### config.mk
export PLATFORM = sky130hd
export DESIGN_NAME = mem_stage
export DESIGN_NICKNAME = d
export VERILOG_FILES = /design/src/rtl/mem_stage.sv
export SDC_FILE = /design/constraint.sdc
export NUM_CORES = 2
export LEC_CHECK = 0
export BUFFER_PORTS_ARGS = -buffer_cell sky130_fd_sc_hd__buf_4
export CELL_PAD_IN_SITES_DETAIL_PLACEMENT = 1
export CELL_PAD_IN_SITES_GLOBAL_PLACEMENT = 2
export CORE_UTILIZATION = 30
export DETAILED_ROUTE_END_ITERATION = 7
export PLACE_DENSITY = 0.6
export SYNTH_ARGS = -nofsm -noshare
export SYNTH_HDL_FRONTEND = slang
export SYNTH_SLANG_ARGS = --single-unit
### constraint.sdc
create_clock -name clk -period 4.7 [get_ports clk]
set_input_delay 1.175 -clock clk [delete_from_list [all_inputs] [get_ports clk]]
set_output_delay 1.175 -clock clk [all_outputs]
set_load 0.01 [all_outputs]
### src/rtl/mem_stage.sv
// mem_stage: EX/MEM register, data RAM, branch resolution, multi-cycle load stall and MEM/WB register.
module mem_stage #(
  parameter int DEPTH      = 256,
  parameter int RD_LATENCY = 1
) (
  input  logic       clk,
  input  logic       rst_n,
  input  logic       ex_valid,
  input  logic [7:0] ex_alu_result,
  input  logic [7:0] ex_store_data,
  input  logic [3:0] ex_dest,
  input  logic [1:0] ex_mem_ctrl,
  input  logic [1:0] ex_wb_ctrl,
  input  logic [3:0] ex_branch_taken,
  input  logic [7:0] ex_branch_target,
  output logic       pc_src,
  output logic [7:0] branch_target,
  output logic       flush,
  output logic       stall,
  output logic       mem_regwrt,
  output logic [3:0] mem_dest,
  output logic [7:0] mem_data,
  output logic       wb_regwrt,
  output logic [3:0] wb_dest,
  output logic [7:0] wb_data
);
  localparam int AW = $clog2(DEPTH);
  typedef enum logic {S_IDLE, S_WAIT} state_t;
  typedef struct packed {
    logic       v;
    logic [7:0] alu;
    logic [7:0] sd;
    logic [3:0] dest;
    logic       we;
    logic [1:0] wc;
    logic [3:0] bt;
    logic [7:0] tgt;
  } exmem_t;
  typedef struct packed {
    logic       v;
    logic       rw;
    logic [3:0] dest;
    logic [7:0] data;
  } memwb_t;
  exmem_t        ex_q, ex_d, ex_in;
  memwb_t        wb_q, wb_d, wb_in;
  state_t        st_q, st_d;
  logic [2:0]    cnt_q, cnt_d;
  logic [7:0]    ram [DEPTH];
  logic [AW-1:0] addr;
  logic          done, go_wait;
  assign stall         = st_q == S_WAIT;
  assign done          = stall && cnt_q == 3'd1;
  assign pc_src        = ex_q.v && |ex_q.bt && !stall;
  assign flush         = pc_src;
  assign branch_target = ex_q.tgt;
  assign addr          = ex_q.alu[AW-1:0];
  // The wait starts as the load enters EX/MEM so the stall lasts exactly RD_LATENCY-1 cycles.
  assign go_wait = RD_LATENCY > 1 && !stall && !pc_src && ex_valid && ex_mem_ctrl == 2'b10;
  assign mem_regwrt = ex_q.v && ex_q.wc[1];
  assign mem_dest   = ex_q.v ? ex_q.dest : 4'h0;
  assign mem_data   = ex_q.v ? ex_q.alu : 8'h00;
  assign wb_regwrt  = wb_q.v && wb_q.rw;
  assign wb_dest    = wb_q.v ? wb_q.dest : 4'h0;
  assign wb_data    = wb_q.v ? wb_q.data : 8'h00;
  // On the final wait edge the finished load leaves EX/MEM as a bubble; the frozen upstream re-presents the next op.
  always_comb begin
    ex_in = exmem_t'{v: ex_valid, alu: ex_alu_result, sd: ex_store_data, dest: ex_dest,
                     we: ex_mem_ctrl[0], wc: ex_wb_ctrl, bt: ex_branch_taken, tgt: ex_branch_target};
    wb_in = memwb_t'{v: ex_q.v, rw: ex_q.wc[1], dest: ex_q.dest,
                     data: ex_q.wc[0] ? ram[addr] : ex_q.alu};
    ex_d  = stall ? (done ? exmem_t'(0) : ex_q) : (pc_src ? exmem_t'(0) : ex_in);
    wb_d  = (stall && !done) ? memwb_t'(0) : wb_in;
    st_d  = go_wait ? S_WAIT : (done ? S_IDLE : st_q);
    cnt_d = go_wait ? 3'(RD_LATENCY - 1) : (stall ? cnt_q - 3'd1 : cnt_q);
  end
  always_ff @(posedge clk or negedge rst_n) begin
    if (!rst_n) begin
      ex_q  <= '0;
      wb_q  <= '0;
      st_q  <= S_IDLE;
      cnt_q <= '0;
    end else begin
      ex_q  <= ex_d;
      wb_q  <= wb_d;
      st_q  <= st_d;
      cnt_q <= cnt_d;
    end
  end
  always_ff @(posedge clk) begin
    if (ex_q.v && ex_q.we && !stall) ram[addr] <= ex_q.sd;
  end
endmodule

Yosys cells after proc, flatten, opt, wreduce, memory -nomap -nowiden:

Memories as Yosys holds them, arrays and structs flattened.
Cells that the tools add are included.

* bits in registers: 50
* RAM bits: 2048
* input bits: 39
* output and inout bits: 37
* logic and storage cells: 26
* memories kept: 1

Memories
* ram: words 256, width 8, rd ports 1, clocked after memory_dff 0, write ports 1, RTL line 49 `logic [7:0] ram [DEPTH];`

* multiplexer cells: 8
* reductions and logical operators: 5

Operators with widths (number)
* $mux 36: 1
* $mux 8: 3
* $mux 4: 2
* $logic_and 1x1->1: 4
* $reduce_or 4->1: 1
* $mux 1: 2

Longest topological paths before layout:

* depth in word-level cells: 3
* mapped depth: 13

Worst setup path before layout:

OpenSTA, ideal clock, no wires.

* path kind: flip-flop to flip-flop
* start: register ex_q[19] (netlist bit)
* end: memory ram[0][0], data pin
* setup time: 0.801 ns
* data arrival time: 3.169 ns
* setup slack: 0.731 ns
* stages on the path, launching flop included: 1
* cell sequence: dfrtp_1

RTL lines
* start: declaration: RTL line 45 `exmem_t ex_q, ex_d, ex_in;`
* start signal: assignment: RTL line 79 `ex_q <= '0;`
* start signal: assignment: RTL line 84 `ex_q <= ex_d;`
* end: declaration: RTL line 49

No word-level cell before the write port.

==> results.cfg <==
[status]
status = completed

[setup_path]
cp.arrival_ps = 4680
path_max_fanout = 24
crit_type = flip-flop to flip-flop
crit_path_end_kind = flip-flop
r2r-start = addr[0]
reg2reg_to = wb_q[2]
r2r_slack_ps = 760
rr_worst_depth = 9
required_ps = 5440
startpoint_type = flip-flop

[global_route]
grt_pass1_vias = 43000
track_usage_pct = 17.31
gr-total-overflow = 0
grt_pass1_wl_um = 335400
grt_antenna_before_repair = 10
grt_max_degree = 173

[clock_network]
htree_levels = 4
cts_tree = done
hold_buffers = 0
cts.clk_slew.worst_paths_ps = 60
numCtsBuffers = 220
cts_resized = 0
cts_root_buf = clkbuf_16
clock_path_buffers = 3
cts.sinks = 2098
clk_latency_ps = 850
post_cts_buffers = 0

[synth]
synth_ff_type = edfxtp_1
avgSynthCellArea_um2 = 20.79
synthArstFlopShare_pct = 2.383
syn-cell-area_um2 = 81280
synth_edf_count = 2048
synth.distinct_cells = 61
ys_seq_area_share_pct = 77.20
ys_ff_latch = 2098
syn_nets = 3948
synth_cells = 3909
ys_warn_count = 0

[routing]
routedWlPerCell_um = 29.65
totalWireLength_um = 237600
first_pass_iters = 5
num_vias = 40780
via_per_inst = 5.088
drtAntennaViolNets = 0
drc_errors = 0
drt_iter0_markers = 4057

[timing]
period_needed_ps = 3945
setup_violations = 0
drv_slew = 0
fmax_ghz = 0.2535
worst_pin_slew_ps = 1173
hold-worst-slack_ps = 358.7
finalSetupTns_ps = 0
min_period_over_period_pct = 83.93
maxSlewHeadroom_pct = 21.77
fin_skew_ps = 30.57
grt_setup_unrepaired = false
hold_viol_final = 0

[die]
rows = 190
die_w_um = 522.5
dieArea_um2 = 273000
die_y_um = 522.5
ios = 76
start_util_pct = 30.26
core_um2 = 268600

[hold_path]
min_from = ex_q[16]
min-delay-path-class = flip-flop to flip-flop
min_to = wb_q[9]
min_path_cells = 0

[placed_design]
port_buffers = 73
hpwl_um = 150400
dp_cells = 7603
placed_area_um2 = 87990
place_congestion = 0.7968

[cells_and_area]
stdcell_area_um2 = 95020
final_util_pct = 35.37
layout.cells.non_filler = 8014
layout-drive-gt1-share_pct = 27.89
fin_nets = 4312
area_growth_pct = 16.90

[run]
drv_cap = 0

[power]
cellLeakagePower_nw = 29.79
power_density_nw_per_um2 = 436.3
vdd_ir_drop_max_mv = 0.3855
[critical path, stage by stage (launching register included)]
cell      delay, ps
dfrtp_4         920
buf_12          300
buf_4           290
mux4_2          520
a22o_1          230
a221oi_1        400
o22ai_1         210
a211oi_1        420
o22ai_1         240
o22a_1          230
[how the worst max path moves through the flow]
stage | from | end | slack (ps) | depth (start not counted)
2_1_floorplan | ex_q[19] | ram[0][0] | 730 | 0
3_3_place_gp | addr[0] | wb_q[2] | 740 | 9
3_5_place_dp | addr[0] | wb_q[2] | 690 | 9
4_1_cts | addr[0] | wb_q[2] | 680 | 9
5_1_grt | addr[0] | wb_q[2] | 620 | 9
6_report | addr[0] | wb_q[2] | 760 | 9
[layout by cell type, fill, tap and decap left out, types with 8 or more instances in the layout]
cell type / n
o221ai_1: 8
a21oi_1: 44
a22oi_1: 59
edfxtp_1: 2048
nor2b_1: 9
mux2_2: 17
a221oi_1: 10
a32oi_1: 29
nor3_1: 14
clkbuf_1: 45
a211oi_1: 18
mux2i_1: 136
nand2_1: 145
nor2_1: 290
nand3_1: 36
and2_1: 64
clkbuf_16: 220
a31oi_1: 17
bufinv_16: 18
nand2_2: 8
clkinv_1: 52
o21ai_0: 21
dfrtp_1: 35
dfrtp_4: 12
o22ai_1: 27
nand4_1: 13
a22o_1: 13
buf_12: 33
mux4_2: 480
clkinv_2: 50
nand2b_1: 9
buf_4: 359
[cells in the mapped netlist (all sizes together), types with 5 or more instances]
cell type / n / share of area, %
nand3: 36 / 0.22
o22ai: 27 / 0.21
a221oi: 10 / 0.11
nor2: 292 / 1.3
dfrtp: 50 / 1.5
a22o: 13 / 0.14
nand4: 13 / 0.10
mux2: 17 / 0.24
o211ai: 6 / 0.055
edfxtp: 2048 / 76
nand2b: 9 / 0.069
a21oi: 44 / 0.27
a31oi: 17 / 0.13
a211oi: 18 / 0.17
buf: 149 / 1.0
a2111oi: 7 / 0.075
o21ai: 21 / 0.13
o221ai: 8 / 0.086
a221o: 5 / 0.062
mux2i: 136 / 1.7
and2: 66 / 0.51
inv: 7 / 0.032
nand4b: 5 / 0.054
nor3: 14 / 0.086
mux4: 480 / 13
nand2: 153 / 0.71
clkbuf: 101 / 0.47
a22oi: 59 / 0.54
nor2b: 14 / 0.11
a32oi: 29 / 0.31
[cells by family after synthesis]
logic type / Yosys count / synth area share, %
multiplexers: 633 / 15.21
other: 1 / 0.004614
AND/OR/NAND/NOR: 626 / 3.436
AO/OA/AOI/OAI: 293 / 2.597
buffers and inverters: 258 / 1.552
flip-flops: 2098 / 77.20
[where the power goes]
group / total, mW / switching [mW] / internal (mW) / leakage, nW
combinational: 3.33 / 2.12 / 1.21 / 7.19
sequential: 21.1 / 0.248 / 20.8 / 19.2
clock: 17.1 / 7.40 / 9.65 / 3.44
[sequential cells by signal (all words and copies together) (netlist names)]
name           count
addr               8
branch_target      8
ex_q              20
ram             2048
wb_q              14
[layout make-up]
cell class	instances	area [um^2]
diodes	1	2.502
clock buffers	268	5715
clock inverters	142	1316
fillers	26400	173600
inverters	8	37.54
multi-input cells	1553	17350
flip-flops and latches	2098	62800
well taps	3552	4444
repair buffers	392	3356
[per-layer routing]
layer	up-vias	wire, um	track usage (%)
li1	16860	-	-
met1	22480	104800	24.02
met2	1121	115100	28.28
met3	314	11820	2.696
met4	0	5877	4.491
met5	-	0	0
[through the flow]
step,setup slack [ps],power [mW]
2_1_floorplan,730.6,23.30
3_3_place_gp,737.5,24.80
6_report,755.2,41.46
5_1_grt,619.1,42.65
4_1_cts,676.9,41.91
3_5_place_dp,689.2,24.86
Note: power is estimated with default switching activity, not from simulation.
